[config.mk]
export PLATFORM = sky130hd
export DESIGN_NAME = register_file_sb
export DESIGN_NICKNAME = d
export VERILOG_FILES = /design/src/rtl/register_file_sb.sv
export SDC_FILE = /design/constraint.sdc
export NUM_CORES = 1
export LEC_CHECK = 0
export ABC_AREA = 1
export BUFFER_PORTS_ARGS = -buffer_cell sky130_fd_sc_hd__buf_4
export CORE_ASPECT_RATIO = 0.9
export CORE_MARGIN = 4
export CORE_UTILIZATION = 66
export DETAILED_ROUTE_END_ITERATION = 7
export PLACE_DENSITY = 0.85
export SYNTH_ARGS = -nofsm -noshare
export SYNTH_HDL_FRONTEND = slang
export SYNTH_SLANG_ARGS = --single-unit
[constraint.sdc]
create_clock -name clk -period 3.46 [get_ports clk]
set_clock_uncertainty 0.05 [all_clocks]
set_input_delay 0.346 -clock clk [delete_from_list [all_inputs] [get_ports clk]]
set_output_delay 0.346 -clock clk [all_outputs]
set_load 0.05 [all_outputs]
[src/rtl/register_file_sb.sv]
// Parametrised register file with one write port, two write-first read ports
// and a per-register busy scoreboard for decode-stage hazard detection.
module register_file_sb #(
  parameter int WIDTH    = 16,
  parameter int DEPTH    = 8,
  parameter int ZERO_REG = 1,
  localparam int AW      = $clog2(DEPTH)
) (
  input  logic             clk,
  input  logic             rst,
  input  logic             W,
  input  logic [AW-1:0]    waddr,
  input  logic [WIDTH-1:0] Din,
  input  logic [AW-1:0]    raddr_a,
  input  logic [AW-1:0]    raddr_b,
  output logic [WIDTH-1:0] Dout_a,
  output logic [WIDTH-1:0] Dout_b,
  output logic             busy_a,
  output logic             busy_b,
  input  logic             mark,
  input  logic [AW-1:0]    mark_addr,
  output logic             any_busy
);

  localparam bit ZR = (ZERO_REG != 0);

  logic [WIDTH-1:0] mem [DEPTH];
  logic [DEPTH-1:0] busy;
  logic [DEPTH-1:0] busy_nxt;
  logic             wr_ok;
  logic             mark_ok;

  // Register 0 is hardwired when ZR: its writes and marks never land.
  assign wr_ok   = W & ~(ZR && (waddr == '0));
  assign mark_ok = mark & ~(ZR && (mark_addr == '0));

  // Clear first, then set, so a new producer issued while the old one
  // retires on the same register leaves it busy.
  always_comb begin
    busy_nxt = busy;
    if (W) busy_nxt[waddr] = 1'b0;
    if (mark_ok) busy_nxt[mark_addr] = 1'b1;
    if (ZR) busy_nxt[0] = 1'b0;
  end

  always_ff @(posedge clk) begin
    if (rst) begin
      for (int i = 0; i < DEPTH; i++) mem[i] <= '0;
      busy <= '0;
    end else begin
      if (wr_ok) mem[waddr] <= Din;
      busy <= busy_nxt;
    end
  end

  always_comb begin
    Dout_a = mem[raddr_a];
    if (wr_ok && (waddr == raddr_a)) Dout_a = Din;
    if (ZR && (raddr_a == '0)) Dout_a = '0;
  end

  always_comb begin
    Dout_b = mem[raddr_b];
    if (wr_ok && (waddr == raddr_b)) Dout_b = Din;
    if (ZR && (raddr_b == '0)) Dout_b = '0;
  end

  // A write in flight to the read register resolves the hazard this cycle.
  assign busy_a   = busy[raddr_a] & ~(W && (waddr == raddr_a));
  assign busy_b   = busy[raddr_b] & ~(W && (waddr == raddr_b));
  assign any_busy = |busy;

endmodule

### Word-level counts from Yosys, hierarchy flattened

Memories as Yosys holds them, arrays and structs flattened.
Cells that the tools add are included.

| storage, ports and cells | value |
|---|---|
| register bits | 8 |
| logic and storage cells | 56 |
| bits in writable memories | 128 |
| memories | 1 |
| bits in latches | 0 |
| bits of input ports | 32 |
| memory bits (read-only) | 0 |

Memory list:

| memory | words | bits a word | read ports | clocked after memory_dff | write ports | RTL line | source |
|---|---|---|---|---|---|---|---|
| mem | 8 | 16 | 2 | 0 | 8 | 27 | `logic [WIDTH-1:0] mem [DEPTH];` |

| cells by class | value |
|---|---|
| magnitude comparators | 6 |
| equal/unequal tests | 2 |
| reductions and logical operators | 12 |
| multiplexer cells | 22 |
| divide/modulo/power cells | 0 |
| add/sub/neg operators | 0 |
| bitwise gates (word level) | 11 |
| multiply operators | 0 |
| shifts and indexed selects | 0 |

Operators by type and width:

| operator | count |
|---|---|
| $mux W16 | 5 |
| $lt A3 B4 Y1 const B | 4 |
| $mux W8 | 2 |
| $reduce_or A16 Y1 | 1 |
| $logic_not A3 Y1 | 4 |
| $mux W1 | 10 |
| $and A8 B8 Y8 | 1 |
| $not A8 Y8 | 1 |
| $or A8 B8 Y8 | 1 |
| $reduce_or A8 Y1 | 1 |
| $bmux W1 S3 | 2 |
| $demux W1 S3 | 2 |
| $eq A3 B3 Y1 | 2 |
| $ge A3 B1 Y1 const B | 2 |
| $logic_and A1 B1 Y1 | 6 |
| $and A1 B1 Y1 | 4 |
| $not A1 Y1 | 4 |
| $mux W3 | 1 |

### Logic depth before layout (Yosys ltp)

Gate-level depths: netlist of run 1.

| depth | value |
|---|---|
| depth in word-level cells | 9 |
| depth in mapped cells | 12 |
| gate-level depth less buffers | 9 |

### Worst setup path after synthesis of run 1

Ideal clock, no wire load.

| timing | value |
|---|---|
| path type | input -> output |
| from | in raddr_b[0] |
| to | out busy_b |
| required time | 3.064 ns |
| arrival | 1.808 ns |
| stages on the path | 9 |
| path slack | 1.256 ns |
| buffers on the path | 3 |
| cell sequence | buf_2 > inv_2 > buf_4 > buf_4 > nor2_1 > a21oi_1 > nand2_1 > o21ai_0 > nor2_1 |

| between the ends | value |
|---|---|
| cells in the longest elaborated chain, start to end | 4 |

Ends and longest elaborated chain:

| what | RTL line | source |
|---|---|---|
| start, declared | 15 | `input logic [AW-1:0] raddr_b,` |
| parallel branches: the longest is 3 deep, another holds $bmux W1 S3 | -- |  |
| $and A1 B1 Y1 * | 70 | `assign busy_b = busy[raddr_b] & ~(W && (waddr == raddr_b));` |
| end, declared | 19 | `output logic busy_b,` |

Mark *: on every way between the ends. The select of a mux whose other input is x is not followed.

### Worst setup path in the final report of run 1

| timing | value |
|---|---|
| from | in waddr[2] |
| to | out Dout_b[14] |

| between the ends | value |
|---|---|
| cells in the longest elaborated chain, start to end | 6 |

Ends and longest elaborated chain:

| what | RTL line | source |
|---|---|---|
| start, declared | 12 | `input logic [AW-1:0] waddr,` |
| $logic_not A3 Y1 | 34 | `assign wr_ok = W & ~(ZR && (waddr == '0));` |
| $not A1 Y1 | 34 |  |
| $and A1 B1 Y1 | 34 |  |
| $logic_and A1 B1 Y1 * | 64 | `if (wr_ok && (waddr == raddr_b)) Dout_b = Din;` |
| $mux W16 * | 64 |  |
| $mux W16 * | 65 | `if (ZR && (raddr_b == '0)) Dout_b = '0;` |
| end, declared | 17 | `output logic [WIDTH-1:0] Dout_b,` |

Mark *: on every way between the ends. The rest lies on a longest branch, timed or not.

==> results_dict.tcl, run 1 <==
set metrics [dict create \
    status "completed" \
    drt_iter0_drc 1420 \
    avgSynthCellArea_um2 7.32 \
    num_rows 38 \
    setup_ws_ns 0.755 \
    grt_use_total_pct 38.6 \
    synth_xor_area_share_pct 0.326 \
    maxCapViolations 0 \
    period_needed_ns 2.71 \
    combPwrFrac_pct 21.7 \
    hold_viol_final 0 \
    diodes 0 \
    h-tree-depth 4 \
    syn_area_um2 8450 \
    grt_max_degree 68 \
    place_congestion 0.975 \
    core-area_um2 12300 \
    worst_setup_path_end_kind "primary output" \
    synthFlopType "edfxtp_1" \
    finalSetupViolCount 0 \
    whs_ns 0.162 \
    hp-class "input pin to flip-flop" \
    worstSkewPairLatency_ns 0.43 \
    yosysTopAreaCellShare_pct 45.5 \
    cts_root_buf "clkbuf_16" \
    nets 1238 \
    arrival_ns 2.31 \
    yosysTopAreaCell "edfxtp_1" \
    grt_pass1_wl_um 42900 \
    dr_total_vias 8530 \
    synth.area.mux_share_pct 0 \
    start_util_pct 68.9 \
    drt-pass1-iter-count 6 \
    cp-start-kind "input pin" \
    rsz0062_at_grt "false" \
    grt-ovfl-total 0 \
    synth_simple_gate_area_share_pct 43.3 \
    ys_seq_area_share_pct 47.2 \
    max_slew_margin_pct 32.3 \
    viasPerCell 6.19 \
    clkTransAtPathRegs_ns 0.06 \
    fillers 927 \
    hold_buffers 0 \
    wl_per_cell_um 19.9 \
    routed_wl_um 27400 \
    route.detailed.drc 0 \
    powerDensity_nw_per_um2 490 \
    finalSetupTns_ns 0 \
    fin_area_um2 9550 \
    io_buffers 66 \
    cts_tree "yes" \
    dp_slack_ns 0.829 \
    synth_cell_types 30 \
    dpl_cell_area_um2 9010 \
    cts.sinks 135 \
    cp.required_ns 3.06 \
    cts-resized-gates 0 \
    synth_top_family_by_area "simple AND/OR/NAND/NOR gates" \
    numCtsBuffers 17 \
    drv_slew 0 \
    p_clk_share_pct 36.7 \
    p_leak_nw 4.59 \
    worstPathMaxFanout 20 \
    critPathKind "input pin to primary output" \
    antenna_found_initial 0 \
    fp.dieH_um 115 \
    io_pins 67 \
    ctsLongestPathBuffers 2 \
    ys_top_cells_by_area "edfxtp_1 46%, nand2_1 22%, nand3_1 8.7%, nor2_1 5.9%, nand4_1 2.4%" \
    synth_warnings 0 \
    fmax_ghz 0.370 \
    utilization_pct 77.9 \
    post_cts_buffers 0 \
    synth_seq_cells 135 \
    fp.dieArea_um2 14700 \
    pwr-share-seq_pct 41.6 \
    synth.most_common_cell "nand2_1" \
    synth_edf_count 128 \
    intPower_mw 3.22 \
    dieWidth_um 127 \
    hpwl_um 16500 \
    drive_gt1_share_pct 13.5 \
    grt_pass1_vias 8189 \
    synth_compound_gate_area_share_pct 1.29 \
    synth_async_sr_flop_share_pct 0 \
    synthAdderAreaFrac_pct 0 \
    ir_worst_vdd_uv 368 \
    tightest_slew_ns 1.01 \
    ant_nets 0 \
    switchingPower_mw 1.47 \
    ys_top_cells_by_count "503 x nand2_1, 146 x nand3_1, 133 x nor2_1" \
    area_growth_pct 13.1 \
    syn_inst 1154 \
    period_share_pct 78.2 \
    swShare_pct 31.3 \
]
==> layout make-up <==
class                           instances  area, um^2  share of cell area [%]
Sequential cell                       135        3980                    41.7
Multi-Input combinational cell        890        3850                    40.3
Timing Repair Buffer                   91         696                    7.28
Clock buffer                           21         440                    4.61
Inverter                               71         272                    2.84
Tap cell                              160         200                    2.10
Clock inverter                         11         108                    1.13
==> critical path, cell delays in order <==
cell,delay (ns)
buf_4,0.20
nor2_2,0.09
a21oi_4,0.59
buf_4,0.38
inv_1,0.06
nor2_1,0.14
nor2_1,0.07
nor2_1,0.18
buf_4,0.24
==> registers in the layout, indices dropped and copies added, names as in the netlist <==
| register | flops |
|---|---|
| mem | 128 |
| busy | 7 |
==> cell usage in the layout (no fill, tap or decap), drive strengths merged, types with 7 or more instances in the layout <==
cell and count:
o21ai 10, inv 54, dfxtp 7, clkbuf 21, conb 16, nand3 150
a21oi 7, nand4 39, edfxtp 128, nor2 157, nand2 506, buf 91
clkinv 24
==> power groups by stage <==
| stage | registers (mW) | logic [mW] | clock network [mW] |
|---|---|---|---|
| 2_1_floorplan | 1.97 | 0.699 | 0 |
| 3_3_place_gp | 1.98 | 0.976 | 0 |
| 3_5_place_dp | 1.98 | 0.987 | 0 |
| 4_1_cts | 1.95 | 0.992 | 1.70 |
| 5_1_grt | 1.96 | 1.09 | 1.79 |
| 6_report | 1.95 | 1.02 | 1.72 |
==> final timing paths <==
kind	to	startpoint	cells past startpoint	slack, ns
hold reg to reg	busy[7]	busy[7]	2	0.49
setup reg to reg	busy[3]	busy[3]	2	2.74
hold / removal	busy[1]	mark	3	0.16
setup / recovery	Dout_b[14]	waddr[2]	9	0.75
==> cells by family (layout without fill, tap and decap cells) <==
kind of cell / after synthesis / in the layout
and+or+nand+nor: 854 / 854
buffers and inverters: 144 / 194
DFF: 135 / 135
AOI/OAI and AO/OA: 19 / 19
other: 1 / 16
xor gates and xnor gates: 1 / 1
==> layer usage <==
layer | up-vias | routed length (um) | GRT usage (%)
met5 | - | 0 | 0
met4 | 0 | 1650 | 22.7
met3 | 166 | 4460 | 9.38
met2 | 758 | 11800 | 59.3
met1 | 3786 | 9520 | 50.2
li1 | 3820 | - | -
==> per-stage QoR <==
step / instances / total power, mW
after global placement: 1347 / 2.95
after detailed placement: 1347 / 2.97
after global routing: 1379 / 4.84
after floorplan: 1169 / 2.66
final: 1379 / 4.68
after CTS: 1379 / 4.64
Note: power is estimated with default switching activity, not from simulation.
==> inputs of run 2 (changes only) <==
--- a/config.mk
+++ b/config.mk
@@ -9,9 +9,9 @@
 export BUFFER_PORTS_ARGS = -buffer_cell sky130_fd_sc_hd__buf_4
 export CORE_ASPECT_RATIO = 0.9
 export CORE_MARGIN = 4
-export CORE_UTILIZATION = 66
+export CORE_UTILIZATION = 55
 export DETAILED_ROUTE_END_ITERATION = 7
-export PLACE_DENSITY = 0.85
+export PLACE_DENSITY = 0.75
 export SYNTH_ARGS = -nofsm -noshare
 export SYNTH_HDL_FRONTEND = slang
 export SYNTH_SLANG_ARGS = --single-unit
==> constraint.sdc (replaced) <==
create_clock -name clk -period 2.3 [get_ports clk]
set_clock_uncertainty 0.05 [all_clocks]
set_input_delay 0.23 -clock clk [delete_from_list [all_inputs] [get_ports clk]]
set_output_delay 0.23 -clock clk [all_outputs]
set_load 0.05 [all_outputs]
==> results_dict.tcl, run 2 (synthesized netlist as in run 1, its figures left out) <==
set metrics [dict create \
    status "completed" \
    cts_tree "yes" \
    hold_buffers 0 \
    startpoint "waddr[2]" \
    r2r-start "busy[4]" \
    num_rows 42 \
    wl_per_cell_um 18.6 \
    viasPerCell 5.76 \
    cp-start-kind "input pin" \
    drt-pass1-iter-count 6 \
    p_leak_nw 4.73 \
    maxCapViolations 0 \
    largest_register "mem" \
    multi_input_area_um2 3850 \
    fillers 1301 \
    pwr-share-seq_pct 41.0 \
    route.detailed.drc 0 \
    core-area_um2 14900 \
    ant_nets 0 \
    dp.cells 1407 \
    io_pins 67 \
    cts-resized-gates 0 \
    final_cell_mix "503 x nand2_1, 146 x nand3_1, 133 x nor2_1" \
    cts_root_buf "clkbuf_16" \
    crit_path_end "Dout_b[15]" \
    setup_ws_ns 0.276 \
    fmax_ghz 0.494 \
    finalSetupTns_ns 0 \
    grt_pass1_vias 7784 \
    swShare_pct 31.0 \
    grt_pass1_wl_um 42000 \
    h-tree-depth 4 \
    rsz0062_at_grt "false" \
    nets 1260 \
    dp_slack_ns 0.311 \
    drive_gt1_share_pct 15.4 \
    period_share_pct 88.0 \
    dpl_cell_area_um2 9230 \
    io_buffers 66 \
    arrival_ns 1.74 \
    power_mw 7.13 \
    cp.required_ns 2.02 \
    intPower_mw 4.92 \
    diodes 0 \
    reg_top3 "mem (128), busy (7)" \
    critPathKind "input pin to primary output" \
    drv_slew 0 \
    ir_worst_vdd_uv 462 \
    routed_wl_um 26800 \
    p_clk_share_pct 37.3 \
    min_from "mark" \
    r2r_end "busy[4]" \
    rrSetupSlack_ns 1.60 \
    drt_iter0_drc 1069 \
    ctsLongestPathBuffers 2 \
    register_area_um2 3980 \
    antenna_found_initial 0 \
    combPwrFrac_pct 21.6 \
    clkTransAtPathRegs_ns 0.06 \
    post_cts_buffers 0 \
    numCtsBuffers 17 \
    grt-ovfl-total 0 \
    place_congestion 0.987 \
    largest_reg_flops 128 \
    grt_use_total_pct 31.0 \
    cts.sinks 135 \
    reg2reg_depth 2 \
    fin_cells 1439 \
    hp-class "input pin to flip-flop" \
    finalSetupViolCount 0 \
    utilization_pct 66.1 \
    grt_max_degree 43 \
    start_util_pct 56.8 \
    fin_area_um2 9820 \
    fp.dieH_um 126 \
    layout_commonest_cell "nand2_1" \
    worst_setup_path_end_kind "primary output" \
    fp.dieArea_um2 17400 \
    hold_viol_final 0 \
    period_needed_ns 2.02 \
    worstPathMaxFanout 31 \
    worstSkewPairLatency_ns 0.43 \
    switchingPower_mw 2.21 \
    dieWidth_um 139 \
    dr_total_vias 8289 \
    whs_ns 0.0527 \
    hpwl_um 17400 \
    area_growth_pct 16.3 \
    powerDensity_nw_per_um2 726 \
]
run 2: worst min path at each step:
stage	cells after the start	endpoint	slack, ns
2_1_floorplan	2	busy[1]	0.34
3_3_place_gp	2	busy[2]	0.46
3_5_place_dp	2	busy[2]	0.48
4_1_cts	4	busy[1]	0.05
5_1_grt	3	busy[1]	0.07
6_report	3	busy[1]	0.05
run 2: worst max-delay path, cell delays in order:
cell     delay (ns)
buf_4          0.17
nor2_2         0.08
a21oi_4        0.23
buf_4          0.37
inv_1          0.08
nor2_1         0.17
nor2_1         0.07
nor2_1         0.12
buf_4          0.21
run 2: layer usage:
metal	part of all wire, %	wire length, um	up-vias	track usage [%]
met3	12	3280	76	6.64
li1	-	-	3863	-
met4	3.1	826	0	12.5
met1	40	10700	3791	42.9
met5	0	0	-	0
met2	45	11900	559	48.0
run 2: cell type report:
cell class / count / share of cell area (%)
sequential: 135 / 40.6
tap: 198 / 2.52
multi-input combinational: 890 / 39.2
inverter: 71 / 2.76
clock buffer: 23 / 5.41
timing repair buffer: 113 / 8.89
clock inverter: 9 / 0.611
run 2: power by group through the flow:
stage                     Combinational (mW)  Sequential, mW  Clock (mW)
after floorplan                         1.05            2.96           0
after global placement                  1.50            2.97           0
after detailed placement                1.52            2.98           0
after CTS                               1.53            2.93        2.68
after global routing                    1.67            2.95        2.78
final                                   1.54            2.93        2.66
